[config.mk]
export PLATFORM = sky130hd
export DESIGN_NAME = display_seg7
export DESIGN_NICKNAME = d
export VERILOG_FILES = /design/src/rtl/display_seg7.sv
export SDC_FILE = /design/constraint.sdc
export NUM_CORES = 1
export LEC_CHECK = 0
export BUFFER_PORTS_ARGS = -buffer_cell sky130_fd_sc_hd__buf_2
export CORE_AREA = 4 4 41 43
export DETAILED_ROUTE_END_ITERATION = 16
export DIE_AREA = 0 0 45 47
export GPL_ROUTABILITY_DRIVEN = 0
export GPL_TIMING_DRIVEN = 0
export HOLD_SLACK_MARGIN = 0.03
export MAX_ROUTING_LAYER = met4
export PLACE_DENSITY = 0.62
export SLEW_MARGIN = 0
export SYNTH_ARGS = -nofsm -noshare
export SYNTH_HDL_FRONTEND = slang
export SYNTH_SLANG_ARGS = --single-unit
[constraint.sdc]
create_clock -name clk -period 4.4 [get_ports clk]
set_clock_uncertainty 0.2 [all_clocks]
set_input_delay 0.44 -clock clk [delete_from_list [all_inputs] [get_ports clk]]
set_output_delay 0.44 -clock clk [all_outputs]
set_load 0.1 [all_outputs]
[src/rtl/display_seg7.sv]
// display_seg7: registered 7-segment glyph decoder for the keypad-lock display.
// Converts a 5-bit digit code into segment drives {g,f,e,d,c,b,a} for the digit
// currently selected by the parent's scan logic. Codes 0-9 show a decimal glyph;
// every other code (including BLANK_CODE) blanks the digit.
// Optional build macro: DISPLAY_ACTIVE_HIGH_EN inverts all segment drives for
// common-cathode displays. Without it the drives are active-low (common-anode).
module display_seg7 #(
   parameter logic [4:0] BLANK_CODE = 5'd10
) (
   input  logic       clk,
   input  logic       rst,
   input  logic [4:0] num,
   output logic [6:0] led
);

   // Active-low glyphs; the reset glyph is '0' because the lock shows 0000 on reset.
   localparam logic [6:0] GLYPH_ZERO  = 7'h40;
   localparam logic [6:0] GLYPH_BLANK = 7'h7F;

   logic [6:0] glyph_low;
   logic [6:0] glyph_drive;
   logic [6:0] reset_drive;

   // Decode the digit code to an active-low glyph; anything outside 0-9 blanks.
   always_comb begin
      glyph_low = GLYPH_BLANK;
      if (num == BLANK_CODE || num > 5'd9) begin
         glyph_low = GLYPH_BLANK;
      end else begin
         case (num)
            5'd0:    glyph_low = 7'h40;
            5'd1:    glyph_low = 7'h79;
            5'd2:    glyph_low = 7'h24;
            5'd3:    glyph_low = 7'h30;
            5'd4:    glyph_low = 7'h19;
            5'd5:    glyph_low = 7'h12;
            5'd6:    glyph_low = 7'h02;
            5'd7:    glyph_low = 7'h78;
            5'd8:    glyph_low = 7'h00;
            5'd9:    glyph_low = 7'h10;
            default: glyph_low = GLYPH_BLANK;
         endcase
      end
   end

`ifdef DISPLAY_ACTIVE_HIGH_EN
   // Common-cathode panel: segments light on a high drive, so invert everything.
   assign glyph_drive = ~glyph_low;
   assign reset_drive = ~GLYPH_ZERO;
`else
   // Common-anode panel: drive the active-low glyph as tabulated.
   assign glyph_drive = glyph_low;
   assign reset_drive = GLYPH_ZERO;
`endif

   // Output register: shows zero while reset is held, otherwise the decoded glyph.
   always_ff @(posedge clk) begin
      if (rst) begin
         led <= reset_drive;
      end else begin
         led <= glyph_drive;
      end
   end

endmodule

==> run summary <==
In this run the worst hold path is classified as in2reg. The logs give 34.7% for the share of synthesized area occupied by flip-flops and latches and 0.236 nW for the static leakage. Top-area cell type share of the netlist area: 34.7%. The count of nets left with antenna violations once routing finished came out at 0. The signed area change from the synthesized netlist to the final layout is 27.2%, and the number of global-route vias before repair is 298. The number of flip-flops in the largest register is 7, and the count of boundary I/O pins is 14.

The logs give 27.9% for the share of total power in the clock network and 0 for the residual overflow from global routing. Input and output buffers added on the ports amount to 13. The detailed router finished its first iteration with 0 violations. Entering global routing, the biggest net connects 11 pins. Vertical extent of the die: 47 um. The die footprint was 2120 um^2; the net switching power figure was 0.0784 mW. In this run the deepest clock path goes through 2 buffers. Of the available clock period, the critical path in the final layout requires 40.2%.

The clock-pin transition on the worst setup and hold timing paths is 0.05 ns, and the post-synth design cell area is 404 um^2. At the worst endpoint, the arrival time is 1.68 ns. Number of endpoints failing setup at the final stage: 0. The biggest cell delay along the critical path works out to 0.36 ns. Time the final worst path needs with I/O delays and setup: 1.77 ns. The final count of hold timing violations came out at 0.

For the combinational cell fraction of total power, the log shows 36.4%. Yosys attributes the largest share of cell area to sky130_fd_sc_hd__dfxtp_1 35%, sky130_fd_sc_hd__ha_1 15%, sky130_fd_sc_hd__o21ai_1 8.7%. The share of async-settable or async-resettable flops after synthesis was 0%. The clock drives 7 sinks.

The number of buffers and inverters on the critical path is 2. After filler insertion, the fill cell instance count of the layout stands at 143. For this block, the via count after detailed routing is 342.

The global-route usage over all layers was 8.10%. In this run the standard cell core region covers 1300 um^2. TritonCTS built the clock tree. After clock tree synthesis, the setup repair step added 0 buffers. The peak fanout along the critical path is 6.

The average cell area after synthesis was 9.18 um^2. The Yosys step of the flow raised 0 warnings. The detail-routed net length per standard cell came out at 9.74 um.

Max-cap violations in this run came to 0. For this design, the slowest cell found on the critical path is sky130_fd_sc_hd__or3_4. The total count of max-transition violations in the final report was 0; the number of storage elements in the synthesis netlist was 7.

The tools report the number of rows created at floorplan as 13. Dominant register cell in the synthesized netlist: sky130_fd_sc_hd__dfxtp_1. The run finished with clean final reports. The highest attainable clock frequency came out at 565 MHz.

Critical setup path kind: in2reg. The iteration count of the initial detailed-routing pass came out at 1. The tools report the H-tree depth as 1.

Once detailed placement completed, the half-perimeter wirelength came to 618 um. Counting distinct cell types in the post-synthesis netlist gives 19. The switching power share of the total was 39.8%; the total internal power was 0.118 mW. The signal on the critical path passes through buf_2 -> inv_1 -> ha_1 -> or3_4 -> o32ai_1 -> o211ai_1.

The count of flip-flops with a built-in enable after synthesis is 0. Setup repair after global routing left no endpoint under its margin. The top cell type by total area after synthesis is sky130_fd_sc_hd__dfxtp_1. Among cell families on the critical path, the largest total delay comes from compound AO/OA/AOI/OAI gates. The residual DRC count is 0, and the first-pass GRT wire length is 1.19 mm.

The floorplan step set the die width to 45 um. In the routed layout, each cell is associated on average with a via count of 4.50. The worst IR drop on VDD was 0.0915 mV; the final routed wirelength across all metal layers was 740 um.

The measured slew at the worst slew-check pin is 0.486 ns. Ranked by instance count, the synthesized netlist is headed by 7 x sky130_fd_sc_hd__dfxtp_1, 7 x sky130_fd_sc_hd__o21ai_1, 5 x sky130_fd_sc_hd__ha_1. Cells fill 39.5% of the core in the end.

The net count of the finished layout is 74. STA classifies the critical path startpoint as an input port. The fraction of final layout cells sized beyond drive strength 1 came out at 34.4%. The post-cts hold buffer count was 0; the number of clock buffers inserted by TritonCTS was 3. The run gives 35.7% as the sequential group share of total power.

led holds more flip-flops than any other register. The buffer type at the clock tree root was sky130_fd_sc_hd__clkbuf_4. The worst pin sits at a relative slew slack of 67.8%.

For this design the ratio of total power to cell area is 383 nW/um^2. The logs give 0 for the number of instances resized during post-cts repair and 0 for the count of inserted antenna diode cells. Adding up every negative setup slack in the final design gives 0 ns.

The endpoint type of the worst setup path was a flip-flop. For this configuration, the core starts out at a cell density of 31.1%. The final cell count without fillers was 76. In the final layout, the registers with the most flip-flops are led: 7 flops. Data on the critical path is required at its endpoint by 4.31 ns. The cell count after placement was 72; the synthesized net count was 56. In the synthesized netlist, the number of instances is 44.

The worst hold slack after final layout is 0.229 ns, and the number of antenna violations at the first check in global routing is 0.
## through the flow
stage	area, um^2	worst slack [ns]	power [mW]
3_3_place_gp	488	2.38	0.143
2_1_floorplan	404	2.66	0.130
6_report	514	2.63	0.197
5_1_grt	514	2.52	0.206
3_5_place_dp	488	2.38	0.144
4_1_cts	514	2.63	0.199
## metal layers
layer	wire length, um	GRT usage [%]
met1	337	10.1
met2	334	11.9
met3	68	0.383
met4	0	7.02
met5	0	-
## placed cells by master, fill, tap and decap left out
master / n
sky130_fd_sc_hd__nand2_1: 3
sky130_fd_sc_hd__o31ai_4: 1
sky130_fd_sc_hd__dfxtp_1: 7
sky130_fd_sc_hd__buf_2: 14
sky130_fd_sc_hd__o21ai_0: 1
sky130_fd_sc_hd__nor2b_1: 1
sky130_fd_sc_hd__ha_1: 5
sky130_fd_sc_hd__nand3b_1: 1
sky130_fd_sc_hd__or3_4: 1
sky130_fd_sc_hd__o32ai_1: 1
sky130_fd_sc_hd__o21ai_1: 7
sky130_fd_sc_hd__a21oi_1: 3
sky130_fd_sc_hd__nor2_1: 2
sky130_fd_sc_hd__clkbuf_4: 3
sky130_fd_sc_hd__inv_1: 3
sky130_fd_sc_hd__o21ba_2: 2
sky130_fd_sc_hd__or2_1: 2
sky130_fd_sc_hd__o211ai_1: 1
sky130_fd_sc_hd__nand2b_1: 1
sky130_fd_sc_hd__mux2i_1: 1
sky130_fd_sc_hd__clkbuf_1: 1
## worst paths after layout
path / start / to / slack, ns / depth (start not counted)
min: rst / led[1] / 0.23 / 2
max: num[0] / led[6] / 2.63 / 6
## layout make-up
type	instances	area (um^2)	area share, %
Tap cell	15	18.8	3.65
Multi-Input combinational cell	33	248	48.2
Timing Repair Buffer	13	65.1	12.7
Sequential cell	7	140	27.3
Inverter	3	11.3	2.19
Buffer	1	5.00	0.973
Clock buffer	4	26.3	5.11
## power groups by stage
stage	sequential, mW	combinational, mW	clock (mW)
after global routing	0.0708	0.0760	0.0588
after CTS	0.0703	0.0722	0.0567
after floorplan	0.113	0.0173	0
final	0.0702	0.0717	0.0549
after global placement	0.0713	0.0718	0
after detailed placement	0.0716	0.0721	0
## kinds of logic after synthesis
family | count (synthesis) | share of synthesized area, %
AND/OR/NAND/NOR | 11 | 15.5
AO/OA/AOI/OAI | 16 | 27.9
adder cells (fa/ha/maj) | 5 | 15.5
flip-flops | 7 | 34.7
buffers and inverters | 4 | 4.02
multiplexers | 1 | 2.48
No activity file was read; power rests on OpenSTA's default activity.
